==> config.mk <==
export PLATFORM = sky130hd
export DESIGN_NAME = alu_writeback
export DESIGN_NICKNAME = d
export VERILOG_FILES = /design/src/rtl/alu_pkg.sv /design/src/rtl/alu_writeback.sv
export SDC_FILE = /design/constraint.sdc
export NUM_CORES = 1
export LEC_CHECK = 0
export ABC_AREA = 0
export CAP_MARGIN = 20
export CORE_MARGIN = 2
export CORE_UTILIZATION = 45
export DETAILED_ROUTE_END_ITERATION = 16
export PLACE_DENSITY = 0.78
export SLEW_MARGIN = 25
export SYNTH_ARGS = -nofsm -noshare
export SYNTH_HDL_FRONTEND = slang
export SYNTH_SLANG_ARGS = --single-unit
export TNS_END_PERCENT = 50
==> constraint.sdc <==
create_clock -name clk -period 8.9 [get_ports clk]
set_input_delay 1.78 -clock clk [delete_from_list [all_inputs] [get_ports clk]]
set_output_delay 1.78 -clock clk [all_outputs]
set_load 0.03 [all_outputs]
==> src/rtl/alu_pkg.sv <==
// Shared ALU definitions: control codes, NZCV bit positions
// and the writeback sequencer state encoding.
package alu_pkg;

  localparam logic [2:0] ALU_ADD  = 3'b000;
  localparam logic [2:0] ALU_SUB  = 3'b001;
  localparam logic [2:0] ALU_AND  = 3'b010;
  localparam logic [2:0] ALU_ORR  = 3'b011;
  localparam logic [2:0] ALU_DIV  = 3'b100;
  localparam logic [2:0] ALU_UMUL = 3'b101;
  localparam logic [2:0] ALU_SMUL = 3'b110;
  localparam logic [2:0] ALU_MUL  = 3'b111;

  localparam int FLAG_N = 3;
  localparam int FLAG_Z = 2;
  localparam int FLAG_C = 1;
  localparam int FLAG_V = 0;

  typedef enum logic [1:0] {
    IDLE,
    WB_LO,
    WB_HI
  } wb_state_e;

endpackage

==> src/rtl/alu_writeback.sv <==
// ALU result latch, NZCV flag register and one/two-beat
// register-file writeback sequencer.
module alu_writeback
  import alu_pkg::*;
#(
  parameter int WIDTH = 32,
  parameter int RADDR = 4
) (
  input  logic             clk,
  input  logic             reset,
  input  logic             cap_valid,
  output logic             cap_ready,
  input  logic [2:0]       alu_control,
  input  logic [WIDTH-1:0] alu_result,
  input  logic [WIDTH-1:0] alu_result_hi,
  input  logic [3:0]       alu_flags,
  input  logic [1:0]       flag_write,
  input  logic             reg_write,
  input  logic [RADDR-1:0] rd_lo,
  input  logic [RADDR-1:0] rd_hi,
  output logic [WIDTH-1:0] alu_out,
  output logic [3:0]       flags,
  output logic             wb_valid,
  input  logic             wb_ready,
  output logic [RADDR-1:0] wb_addr,
  output logic [WIDTH-1:0] wb_data,
  output logic             busy
);

  wb_state_e        state_q, state_d;
  logic [WIDTH-1:0] alu_out_q, alu_out_d;
  logic [WIDTH-1:0] hi_q, hi_d;
  logic [RADDR-1:0] rd_lo_q, rd_lo_d;
  logic [RADDR-1:0] rd_hi_q, rd_hi_d;
  logic             is_long_q, is_long_d;
  logic [3:0]       flags_q, flags_d;
  logic             wb_valid_q, wb_valid_d;
  logic [RADDR-1:0] wb_addr_q, wb_addr_d;
  logic [WIDTH-1:0] wb_data_q, wb_data_d;

  logic final_beat;
  logic cap;
  logic cap_long;

  assign final_beat = (state_q == WB_HI) ||
                      (state_q == WB_LO && !is_long_q);
  assign cap_ready  = (state_q == IDLE) ||
                      (final_beat && wb_ready);
  assign cap        = cap_valid && cap_ready;
  assign cap_long   = (alu_control == ALU_UMUL) ||
                      (alu_control == ALU_SMUL);

  // Long multiplies derive N,Z from the full 2*WIDTH product
  always_comb begin
    flags_d = flags_q;
    if (cap) begin
      if (cap_long) begin
        if (flag_write[1]) begin
          flags_d[FLAG_N] = alu_result_hi[WIDTH-1];
          flags_d[FLAG_Z] = (alu_result_hi == '0) &&
                            (alu_result == '0);
        end
      end else begin
        if (flag_write[1]) begin
          flags_d[FLAG_N] = alu_flags[FLAG_N];
          flags_d[FLAG_Z] = alu_flags[FLAG_Z];
        end
        if (flag_write[0]) begin
          flags_d[FLAG_C] = alu_flags[FLAG_C];
          flags_d[FLAG_V] = alu_flags[FLAG_V];
        end
      end
    end
  end

  always_comb begin
    state_d   = state_q;
    alu_out_d = alu_out_q;
    hi_d      = hi_q;
    rd_lo_d   = rd_lo_q;
    rd_hi_d   = rd_hi_q;
    is_long_d = is_long_q;
    wb_addr_d = wb_addr_q;
    wb_data_d = wb_data_q;

    unique case (state_q)
      IDLE:    state_d = IDLE;
      WB_LO:   if (wb_ready) state_d = is_long_q ? WB_HI : IDLE;
      WB_HI:   if (wb_ready) state_d = IDLE;
      default: state_d = IDLE;
    endcase

    if (cap) begin
      alu_out_d = alu_result;
      hi_d      = alu_result_hi;
      rd_lo_d   = rd_lo;
      rd_hi_d   = rd_hi;
      is_long_d = cap_long;
      state_d   = reg_write ? WB_LO : IDLE;
    end

    // Beat outputs follow the next state so they are registered
    unique case (state_d)
      WB_LO: begin
        wb_addr_d = rd_lo_d;
        wb_data_d = alu_out_d;
      end
      WB_HI: begin
        wb_addr_d = rd_hi_d;
        wb_data_d = hi_d;
      end
      default: ;
    endcase

    wb_valid_d = (state_d != IDLE);
  end

  always_ff @(posedge clk or negedge reset) begin
    if (!reset) begin
      state_q    <= IDLE;
      alu_out_q  <= '0;
      hi_q       <= '0;
      rd_lo_q    <= '0;
      rd_hi_q    <= '0;
      is_long_q  <= 1'b0;
      flags_q    <= '0;
      wb_valid_q <= 1'b0;
      wb_addr_q  <= '0;
      wb_data_q  <= '0;
    end else begin
      state_q    <= state_d;
      alu_out_q  <= alu_out_d;
      hi_q       <= hi_d;
      rd_lo_q    <= rd_lo_d;
      rd_hi_q    <= rd_hi_d;
      is_long_q  <= is_long_d;
      flags_q    <= flags_d;
      wb_valid_q <= wb_valid_d;
      wb_addr_q  <= wb_addr_d;
      wb_data_q  <= wb_data_d;
    end
  end

  assign alu_out  = alu_out_q;
  assign flags    = flags_q;
  assign wb_valid = wb_valid_q;
  assign wb_addr  = wb_addr_q;
  assign wb_data  = wb_data_q;
  assign busy     = (state_q != IDLE);

endmodule

After elaboration in Yosys (flattened, before gate mapping)

Cells that the tools add are included.

Output and inout bits: 75
Logic and storage cells: 49
Bits of input ports: 86
Bits in registers: 116

Bitwise operators: 1
Reductions and logical operators: 16
Eq/ne operators: 6
Mux-type cells: 15

Operators with widths:

| operator           | number |
|---|---|
| $logic_not 32->1   | 2 |
| $mux 32            | 2 |
| $pmux 32 s2        | 1 |
| $mux 2             | 7 |
| $mux 4             | 2 |
| $pmux 4 s2         | 1 |
| $eq 3x3->1 const B | 2 |
| $reduce_bool 2->1  | 3 |
| $eq 2x1->1 const B | 2 |
| $eq 2x2->1 const B | 2 |
| $logic_and 1x1->1  | 4 |
| $pmux 2 s2         | 1 |
| $logic_or 1x1->1   | 3 |
| $reduce_and 3->1   | 1 |
| $logic_not 2->1    | 1 |
| $reduce_and 2->1   | 1 |
| $logic_not 1->1    | 1 |
| $mux 1             | 1 |
| $not 1->1          | 1 |

Logic depth before layout (Yosys ltp)

Gate-level depths: netlist (run 1).

Word-level depth: 9
Mapped depth: 14
Gate-level depth less buffers: 9

Least setup slack after synthesis (run 1)

Ideal clock, no wire load.

Path kind: input -> output
Start: in wb_ready
End: out cap_ready
Required time: 7.120 ns
Stages on the path: 2
Path buffers: 0
Path slack: 4.606 ns
Arrival time: 2.514 ns
Path through: inv_1 -> o21ai_0

Word-level cells in the longest chain between the ends: 2

Ends and longest elaborated chain:

| item              | RTL line            | source |
|---|---|---|
| start, declared   | alu_writeback.sv:24 | `input logic wb_ready,` |
| $logic_and 1x1->1 | alu_writeback.sv:48 | `(final_beat && wb_ready);` |
| $logic_or 1x1->1  | alu_writeback.sv:47 | `assign cap_ready = (state_q == IDLE) \|\|` |
| end, declared     | alu_writeback.sv:12 | `output logic cap_ready,` |

Every way passes these cells.

Final worst setup path (run 1)

Same ends and word-level chain as after synthesis.

==> reports/qor.txt, run 1 <==
Chip width - 108.9 µm
Relative slew slack - 36.95%
Number of antenna diodes - 0
Crit path capture type - output port
Synthesized netlist net count - 436
Count of buffers from port buffering - 160
DIE AREA - 11,850 µm²
Total length of routed wires - 13.02 mm
Total Nets Final - 597
Arrival time of data at the critical path endpoint - 3.23 ns
Number of maximum-capacitance constraint violations - 0
FMAX - 199.7 MHz
Effective utilization at floorplan - 45.84%
Final Cycle Share - 56.28%
Fraction of the yosys area taken by sequential cells - 58.67%
Leakage - 3.080 nW
CTS root buffer - sky130_fd_sc_hd__clkbuf_8
Hold-fix buffer count after cts - 0
Half-perimeter wire length after detailed placement - 9.009 mm
Leading register cell type out of synthesis - sky130_fd_sc_hd__dfrtp_1
Dominant cells by area after synthesis - sky130_fd_sc_hd__dfrtp_1, sky130_fd_sc_hd__mux2_2, sky130_fd_sc_hd__mux2_4, sky130_fd_sc_hd__a221o_1, sky130_fd_sc_hd__nor2b_1
Average size of a mapped cell - 14.34 µm²
Final Worst Setup Slack - 3.891 ns
Power density over cell area - 260.0 nW/µm²
Highest layer used for signal routing - met4
Synth warnings - 0
Total met3 wirelength after detailed routing - 717 µm
Unrepaired setup endpoints after global routing - false
Gr usage total - 22.92%
Share of flip-flops with an asynchronous set or reset - 100.0%
Final Util - 66.80%
Final GP Congestion - 0.8328
Core region area - 10,790 µm²
Sequential fraction of design power - 36.3%
Fraction of final layout cells with drive strength greater than 1 - 21.62%
Antenna-violating nets left - 0
Number of different library cells in the post-synthesis netlist - 32
Maximum number of pins on one net before global-route repair - 71
Drt drc - 0
Post-Route Setup TNS - 0 ns
CTS tree - done
Number of cell rows - 38
Filler Cell Count - 803
CTS sink count - 116
Critical path peak fanout - 4
Req. time, crit path - 7.12 ns
Sum of internal, switching and leakage power - 0.001875 W
Result of the run - finished clean
Proportion of netlist area held by the largest area contributor - 58.67%
Buffers inserted by post-CTS timing repair - 0
Final setup violating endpoints - 0
Least-Margin Pin Slew - 0.9438 ns
Total internal power - 0.001296 W
Classification of the worst-slack hold path - reg2reg
Post-synth EDFFs - 0
Average via count per standard cell - 5.363
Cell taking the most area after synthesis - sky130_fd_sc_hd__dfrtp_1
Met2 Wirelength - 6.375 mm
Post-CTS Resized - 0
Number of instances in the synthesized netlist - 345
Synth Cell Area - 4947 µm²
Gate power share - 29.1%
Register bit count reported by yosys - 116
Drt wl/cell - 19.78 µm
Worst clock skew - 0.01007 ns
Number of clock buffers inserted by TritonCTS - 17
Initial antenna violation count - 0
Wire length on met1 - 5.724 mm
Hold Vio Cnt, Final - 0
Signed area change from the synthesized netlist to the final layout - 45.73%
Worst IR drop on VDD - 0.1443 mV
Startpoint type of the worst setup path - input port
Sw frac - 30.89%
Final Max Slew Viols - 0
Clk network pwr share - 34.7%
Initial DRT Pass Iterations - 4
Total overflow reported by the global router - 0
Minimum period implied by the final worst setup slack - 5.009 ns
Starting DRT DRC Count - 126
Clock-pin slew of the registers on the worst-case setup and hold paths - 0.05 ns
Net Switching - 0.0005791 W
Die outline height - 108.9 µm
Type of the worst setup path - in2out
Vias in the first global route - 3,777
Number of I/O pins - 161
Routed via count - 3,529
Buffer depth of the longest clock path - 2
H-tree lvl count - 4
Wire length of the first global-routing pass - 20.29 mm
Clk Latency, worst-skew pair - 0.50 ns
Post-placement setup slack - 3.897 ns
==> cells in the mapped netlist, drive strengths merged, types with 2 or more instances <==
| master | number |
|---|---|
| o21ai | 4 |
| inv | 6 |
| nor2 | 2 |
| mux2 | 74 |
| nor4 | 16 |
| ha | 5 |
| a21o | 2 |
| a221o | 36 |
| buf | 13 |
| dfrtp | 116 |
| nand4 | 4 |
| nor2b | 38 |
| nand2 | 3 |
| a21oi | 3 |
| nand3 | 2 |
| clkbuf | 8 |
| mux2i | 2 |
==> state kept, by name (all words and copies together) (netlist names) <==
register,cells
alu_out,32
hi_q,32
wb_data,32
flags,4
rd_hi_q,4
rd_lo_q,4
wb_addr,4
state_q,2
is_long_q,1
wb_valid,1
==> critical path, cell delays in order <==
cell	delay, ns
sky130_fd_sc_hd__clkdlybuf4s50_1	0.52
sky130_fd_sc_hd__inv_1	0.08
sky130_fd_sc_hd__o21ai_0	0.16
sky130_fd_sc_hd__clkdlybuf4s50_1	0.69
==> power by group through the flow <==
stage	Combinational, W	Sequential [W]	Clock (W)
after floorplan	0.000174	0.000816	0
after global placement	0.000537	0.000685	0
after detailed placement	0.000547	0.000685	0
after CTS	0.000549	0.000680	0.000658
after global routing	0.000577	0.000691	0.000683
final	0.000545	0.000680	0.000650
==> placed cells by master, fill, tap and decap left out, types with 2 or more instances in the layout <==
cell and count:
sky130_fd_sc_hd__nor4_1 16, sky130_fd_sc_hd__ha_1 5, sky130_fd_sc_hd__clkinv_4 5, sky130_fd_sc_hd__mux2_2 49
sky130_fd_sc_hd__inv_6 3, sky130_fd_sc_hd__clkdlybuf4s50_1 159, sky130_fd_sc_hd__clkbuf_16 16, sky130_fd_sc_hd__nand2_1 3
sky130_fd_sc_hd__nor2b_1 37, sky130_fd_sc_hd__dfrtp_1 116, sky130_fd_sc_hd__nand3_1 2, sky130_fd_sc_hd__a221o_1 36
sky130_fd_sc_hd__mux2_4 25, sky130_fd_sc_hd__clkinvlp_4 3, sky130_fd_sc_hd__mux2i_1 2, sky130_fd_sc_hd__a21oi_1 3
sky130_fd_sc_hd__bufinv_16 2, sky130_fd_sc_hd__inv_1 6, sky130_fd_sc_hd__nor2_1 2, sky130_fd_sc_hd__buf_4 4
sky130_fd_sc_hd__nand4_1 4, sky130_fd_sc_hd__o21ai_0 3
==> cell families (layout without fill, tap and decap cells) <==
group,count (synthesis),in the layout,synth area share (%)
flops,116,116,58.67
mux,76,76,19.15
simple gates,70,70,8.700
compound gates,50,50,9.130
buf+inv,27,200,2.908
fa+ha+maj,5,5,1.265
xor+xnor,1,1,0.1771
==> area by class of cell <==
class,count,area [µm²],area share (%)
clock inverters,13,152.6,2.117
clock buffers,18,417.9,5.797
well taps,140,175.2,2.430
multi-input cells,202,1917,26.59
inverters,6,22.52,0.3124
flip-flops and latches,116,2903,40.26
repair buffers,163,1622,22.49
==> path summary, 6_finish.rpt <==
kind	startpoint	endpoint	slack [ns]	depth (start not counted)
max	wb_ready	cap_ready	3.89	4
min	hi_q[30]$_DFF_PN0_	hi_q[30]$_DFF_PN0_	0.49	1
max reg2reg	state_q[1]$_DFF_PN0_	wb_data[14]$_DFFE_PN0P_	5.82	8
min reg2reg	hi_q[30]$_DFF_PN0_	hi_q[30]$_DFF_PN0_	0.49	1
max in group asynchronous	reset	wb_data[23]$_DFFE_PN0P_	6.34	2
min in group asynchronous	reset	rd_hi_q[0]$_DFF_PN0_	1.28	1
==> through the flow <==
stage	std cells	hold WS, ns	cell area, µm²
after floorplan	345	0.4675	4947
after global placement	627	0.4763	6639
after detailed placement	627	0.4786	6639
after CTS	658	0.4944	7209
after global routing	658	0.5049	7209
final	658	0.4919	7209
==> per-layer routing <==
metal  vias to the layer above  GRT usage, %
li1                       1607             -
met1                      1783         30.88
met2                       125         36.52
met3                        14         5.678
met4                         0         7.601
met5                         -             0
No activity file was read; power rests on OpenSTA's default activity.
==> inputs of run 2 (changes only) <==
- clock period: 8.9 -> 4.8 ns (I/O delays scaled with it)
==> run 2 against run 1 <==
Compared with the run above:
- register-to-register slack got worse by 4.1 ns
- sequential power rose by 85%
- total power rose by 90%
- clock power rose by 100%
- critical path depth did not move
- routed wire length rose by 0.17%
==> reports/qor.txt, run 2 (same netlist as run 1, synthesis figures left out) <==
Met2 Wirelength - 6.408 mm
Power density over cell area - 492.1 nW/µm²
Req. time, crit path - 3.84 ns
FMAX - 294.7 MHz
Final Max Slew Viols - 0
Least-Margin Pin Slew - 0.9601 ns
Number of maximum-capacitance constraint violations - 0
Gr usage total - 22.79%
Number of buffers and inverters on the critical path - 3
Filler Cell Count - 784
Chip width - 108.9 µm
Classification of the worst-slack hold path - reg2reg
Number of clock buffers inserted by TritonCTS - 17
Top library cells by usage in the layout, fill and taps aside - sky130_fd_sc_hd__clkdlybuf4s50_1, sky130_fd_sc_hd__dfrtp_1, sky130_fd_sc_hd__mux2_2, sky130_fd_sc_hd__nor2b_1, sky130_fd_sc_hd__a221o_1
Area post-placement - 6646 µm²
CTS sink count - 116
Clk Latency, worst-skew pair - 0.51 ns
Drt wl/cell - 19.76 µm
Highest layer used for signal routing - met4
Gate power share - 28.5%
Final Cycle Share - 70.70%
Cell class contributing the biggest share of worst-path delay - buffers and inverters
Total met3 wirelength after detailed routing - 731 µm
Unrepaired setup endpoints after global routing - false
Clk network pwr share - 36.3%
Vias in the first global route - 3,742
Hold-fix buffer count after cts - 0
Core region area - 10,790 µm²
Number of antenna diodes - 0
Die outline height - 108.9 µm
H-tree lvl count - 4
Count of buffers from port buffering - 160
Average via count per standard cell - 5.448
Clock-pin slew of the registers on the worst-case setup and hold paths - 0.05 ns
Sequential fraction of design power - 35.2%
Critical path, cell by cell - clkdlybuf4s50_1 -> inv_1 -> o21ai_0 -> clkdlybuf4s50_1
Number of cells after detailed placement - 628
Initial antenna violation count - 0
CTS root buffer - sky130_fd_sc_hd__clkbuf_8
Number of I/O pins - 161
Final GP Congestion - 0.7996
Startpoint type of the worst setup path - input port
Minimum period implied by the final worst setup slack - 3.393 ns
Half-perimeter wire length after detailed placement - 8.898 mm
Drt drc - 0
Type of the worst setup path - in2out
CTS tree - done
Result of the run - finished clean
Worst clock skew - 0.006851 ns
Total overflow reported by the global router - 0
Crit path capture type - output port
Antenna-violating nets left - 0
Leakage - 3.119 nW
Critical path peak fanout - 4
Total length of routed wires - 13.04 mm
Final setup violating endpoints - 0
Buffers inserted by post-CTS timing repair - 0
Hold Vio Cnt, Final - 0
Fraction of final layout cells with drive strength greater than 1 - 21.54%
Signed area change from the synthesized netlist to the final layout - 46.61%
Most common cell after layout, fill and taps aside - sky130_fd_sc_hd__clkdlybuf4s50_1
Effective utilization at floorplan - 45.84%
Sw frac - 29.23%
Maximum number of pins on one net before global-route repair - 59
Sequential standard cell area - 2903 µm²
Wire length on met1 - 5.682 mm
Relative slew slack - 35.86%
Longest individual stage delay on the worst path - 0.69 ns
Starting DRT DRC Count - 140
Number of cell rows - 38
Cell repeated most along the worst path - sky130_fd_sc_hd__clkdlybuf4s50_1
Worst IR drop on VDD - 0.2939 mV
DIE AREA - 11,850 µm²
Routed via count - 3,596
Total internal power - 0.002526 W
Post-Layout Inst Area - 7253 µm²
Area occupied by multi-input gates - 1917 µm²
Buffer depth of the longest clock path - 2
Net Switching - 0.001043 W
Final cell count without fillers - 660
Post-CTS Resized - 0
Final Worst Setup Slack - 1.407 ns
Post-Route Setup TNS - 0 ns
Initial DRT Pass Iterations - 4
Final Util - 67.20%
Total Nets Final - 598
Post-placement setup slack - 0.9699 ns
Wire length of the first global-routing pass - 19.91 mm
Arrival time of data at the critical path endpoint - 2.43 ns
Worst path slowest cell - sky130_fd_sc_hd__clkdlybuf4s50_1
==> run 2: final timing paths <==
path | from | to | slack [ns] | depth (start not counted)
worst max-delay path | wb_ready | cap_ready | 1.41 | 4
worst min-delay path | hi_q[25]$_DFF_PN0_ | hi_q[25]$_DFF_PN0_ | 0.49 | 1
worst max register to register | state_q[1]$_DFF_PN0_ | wb_data[12]$_DFFE_PN0P_ | 1.68 | 8
worst min register to register | hi_q[25]$_DFF_PN0_ | hi_q[25]$_DFF_PN0_ | 0.49 | 1
max in group asynchronous | reset | alu_out[16]$_DFF_PN0_ | 3.43 | 2
min in group asynchronous | reset | alu_out[28]$_DFF_PN0_ | 0.50 | 1
==> run 2: worst reg2reg max path, stage by stage (launching register included) <==
cell	delay, ns
sky130_fd_sc_hd__dfrtp_1	0.37
sky130_fd_sc_hd__inv_1	0.08
sky130_fd_sc_hd__ha_1	0.21
sky130_fd_sc_hd__o21ai_1	0.27
sky130_fd_sc_hd__a21o_4	0.51
sky130_fd_sc_hd__nand3_1	0.15
sky130_fd_sc_hd__ha_1	0.33
sky130_fd_sc_hd__nor2b_4	0.79
sky130_fd_sc_hd__a221o_1	0.32
==> run 2: area by class of cell <==
type | count | share of cell area [%]
Sequential cell | 116 | 40.02
Multi-Input combinational cell | 202 | 26.43
Timing Repair Buffer | 164 | 22.46
Clock buffer | 22 | 6.245
Tap cell | 140 | 2.415
Clock inverter | 10 | 2.122
Inverter | 6 | 0.3105
==> run 2: layer usage <==
metal / vias up / track usage (%)
met5: - / 0
met4: 0 / 7.601
met3: 18 / 6.754
met2: 111 / 36.65
met1: 1849 / 29.67
li1: 1618 / -
==> run 2: power by group through the flow <==
stage	Sequential (W)	Clock (W)	Combinational, W
finish	0.00126	0.00130	0.00102
global route	0.00128	0.00135	0.00107
CTS	0.00126	0.00131	0.00102
detailed placement	0.00126	0	0.00102
global placement	0.00127	0	0.000996
floorplan	0.00151	0	0.000323
==> run 2: per-stage QoR <==
stage | power, W | hold slack, ns
floorplan | 0.001835 | 0.4675
global placement | 0.002263 | 0.4762
detailed placement | 0.002282 | 0.4786
CTS | 0.003588 | 0.4951
global route | 0.003702 | 0.4993
finish | 0.003569 | 0.4919
==> inputs of run 3 (changes only) <==
- CORE_UTILIZATION: 45 -> 42
- PLACE_DENSITY: 0.78 -> 0.77
- clock period: 4.8 -> 2.73 ns (I/O delays scaled with it)
==> run 3 against run 2 <==
Compared with the run above:
- sequential share of layout area fell by 1.0 points
- global-route usage shrank 0.26 points
- clock power is 58% higher
- combinational power grew 79%
- non-clock buffer count up 18
- cell count is 3.2% higher
- clock skew rose by 0.0064 ns
- hold slack got worse by 0.27 ns
- first-iteration DRC count increased by 77%
- sequential cell count unchanged
- critical path depth is 6 higher
- via count grew 2.6%
- critical endpoint is now wb_data[7]$_DFFE_PN0P_
==> reports/qor.txt, run 3 (same netlist as run 1, synthesis figures left out) <==
Wire length of the first global-routing pass - 21.92 mm
Minimum period implied by the final worst setup slack - 2.599 ns
Filler Cell Count - 851
Antenna-violating nets left - 0
Gate power share - 29.9%
Core region area - 11,470 µm²
DIE AREA - 12,660 µm²
Starting DRT DRC Count - 248
Relative slew slack - 46.19%
Result of the run - finished clean
Reg-to-reg slack, setup - 0.13 ns
Least-Margin Pin Slew - 0.8072 ns
Hold Vio Cnt, Final - 0
Effective utilization at floorplan - 43.14%
Initial DRT Pass Iterations - 5
Drt wl/cell - 20.96 µm
Signed area change from the synthesized netlist to the final layout - 50.38%
Total length of routed wires - 14.27 mm
Total internal power - 0.004232 W
Number of clock buffers inserted by TritonCTS - 17
Sw frac - 30.73%
Arrival time of data at the critical path endpoint - 2.88 ns
Fraction of final layout cells with drive strength greater than 1 - 25.46%
Top library cells by usage in the layout, fill and taps aside - sky130_fd_sc_hd__clkdlybuf4s50_1, sky130_fd_sc_hd__dfrtp_1, sky130_fd_sc_hd__mux2_2, sky130_fd_sc_hd__nor2b_1, sky130_fd_sc_hd__a221o_1
Critical path startpoint - state_q[1]$_DFF_PN0_
Gr usage total - 22.53%
Total Nets Final - 617
Chip width - 112.5 µm
Worst path slowest cell - sky130_fd_sc_hd__dfrtp_1
Count of buffers from port buffering - 160
Buffer depth of the longest clock path - 2
FMAX - 384.8 MHz
Die outline height - 112.5 µm
Cell repeated most along the worst path - sky130_fd_sc_hd__ha_1
Sum of internal, switching and leakage power - 0.006110 W
Worst clock skew - 0.01325 ns
Startpoint type of the worst setup path - register
Cell depth of the worst flop-to-flop path - 10
Worst IR drop on VDD - 0.3938 mV
Final GP Congestion - 0.7950
Hold-fix buffer count after cts - 0
Vias in the first global route - 3,985
Power density over cell area - 821.3 nW/µm²
Number of buffers and inverters on the critical path - 2
Leakage - 3.196 nW
Initial antenna violation count - 0
Final setup violating endpoints - 0
Type of the worst setup path - reg2reg
Req. time, crit path - 3.01 ns
Classification of the worst-slack hold path - in2async
Clock-pin slew of the registers on the worst-case setup and hold paths - 0.06 ns
Number of I/O pins - 161
Worst reg2reg path endpoint - wb_data[7]$_DFFE_PN0P_
Half-perimeter wire length after detailed placement - 9.732 mm
Critical path, cell by cell - inv_1 -> ha_1 -> nand2b_4 -> a21oi_2 -> nor3_2 -> a21oi_1 -> ha_1 -> and2_2 -> buf_12 -> a221o_1
Clk network pwr share - 33.8%
Average via count per standard cell - 5.420
Routed via count - 3,691
Sequential fraction of design power - 36.3%
Final Max Slew Viols - 0
Area occupied by multi-input gates - 1946 µm²
Net Switching - 0.001878 W
Number of antenna diodes - 0
Maximum number of pins on one net before global-route repair - 64
Crit path capture type - register
Clk Latency, worst-skew pair - 0.41 ns
Most common cell after layout, fill and taps aside - sky130_fd_sc_hd__clkdlybuf4s50_1
Critical path peak fanout - 21
Cell class contributing the biggest share of worst-path delay - compound AO/OA/AOI/OAI gates
Drt drc - 0
Number of maximum-capacitance constraint violations - 0
Number of cell rows - 39
Total overflow reported by the global router - 0
H-tree lvl count - 4
CTS root buffer - sky130_fd_sc_hd__clkbuf_16
Reg-to-reg critical path startpoint - state_q[1]$_DFF_PN0_
Sequential standard cell area - 2903 µm²
CTS tree - done
CTS sink count - 116
Final Cycle Share - 95.20%
Worst Hold Margin - 0.2218 ns
Longest individual stage delay on the worst path - 0.40 ns
==> run 3: cell count changes in the layout (fill, tap and decap cells not counted), moves of 2 or more <==
cell,change
sky130_fd_sc_hd__buf_4,+12
sky130_fd_sc_hd__clkinvlp_4,+6
sky130_fd_sc_hd__buf_12,+5
sky130_fd_sc_hd__bufinv_16,-3
sky130_fd_sc_hd__clkbuf_1,-3
sky130_fd_sc_hd__clkinv_2,-2
==> run 3: worst max path at each step <==
stage / cells past startpoint / slack (ns) / endpoint
2_1_floorplan: 14 / -0.09 / wb_addr[0]$_DFFE_PN0P_
3_3_place_gp: 8 / -0.31 / wb_data[11]$_DFFE_PN0P_
3_5_place_dp: 8 / -0.45 / wb_data[14]$_DFFE_PN0P_
4_1_cts: 9 / -0.13 / wb_addr[1]$_DFFE_PN0P_
5_1_grt: 10 / -0.00003 / wb_data[7]$_DFFE_PN0P_
6_report: 10 / 0.13 / wb_data[7]$_DFFE_PN0P_
==> run 3: power groups by stage <==
stage | sequential [W] | combinational [W] | clock, W
floorplan | 0.00266 | 0.000568 | 0
global placement | 0.00223 | 0.00178 | 0
detailed placement | 0.00223 | 0.00182 | 0
CTS | 0.00222 | 0.00183 | 0.00209
global route | 0.00225 | 0.00192 | 0.00218
finish | 0.00222 | 0.00183 | 0.00206
==> run 3: what timing repair did <==
action / 4_1_cts / 5_1_grt
resized for setup: 2 / 5
cloned: 0 / 1
setup buffers: 0 / 1
hold endpoints to repair: 0 / 0
endpoints found under the setup margin: 37 / 36
pin swaps: 14 / 0
==> run 3: per-stage QoR <==
stage / worst slack (ns) / cell area (µm²) / cells / setup TNS (ns) / util [%]
floorplan: -0.08746 / 4950 / 345 / -0.8746 / -
global placement: -0.3068 / 6828 / 648 / -10.94 / 59.54
detailed placement: -0.4548 / 6828 / 648 / -15.71 / 59.54
CTS: -0.1311 / 7392 / 679 / -4.256 / 64.46
global route: -0.00002598 / 7440 / 681 / -0.00002598 / 64.88
finish: 0.1311 / 7440 / 681 / 0 / 64.88
==> run 3: worst register-to-register path, delay by kind of cell, from the launching register on <==
kind	cells	cell delay, ns
and+or+nand+nor	3	0.45
DFF	1	0.40
buffers and inverters	2	0.28
AOI/OAI and AO/OA	3	0.78
adders and majority gates	2	0.58
==> run 3: final cells by class <==
cell class / count / share of cell area [%]
multi-input combinational: 203 / 26.15
tap: 143 / 2.405
clock inverter: 12 / 1.446
sequential: 116 / 39.02
inverter: 6 / 0.3027
timing repair buffer: 182 / 24.59
clock buffer: 19 / 6.088
==> run 3: metal layers <==
metal / GRT usage [%] / part of all wire, % / up-vias
met1: 30.23 / 44 / 1875
met4: 7.967 / 1.4 / 0
met3: 4.860 / 5.1 / 14
met5: 0 / 0 / -
met2: 36.47 / 50 / 144
li1: - / - / 1658
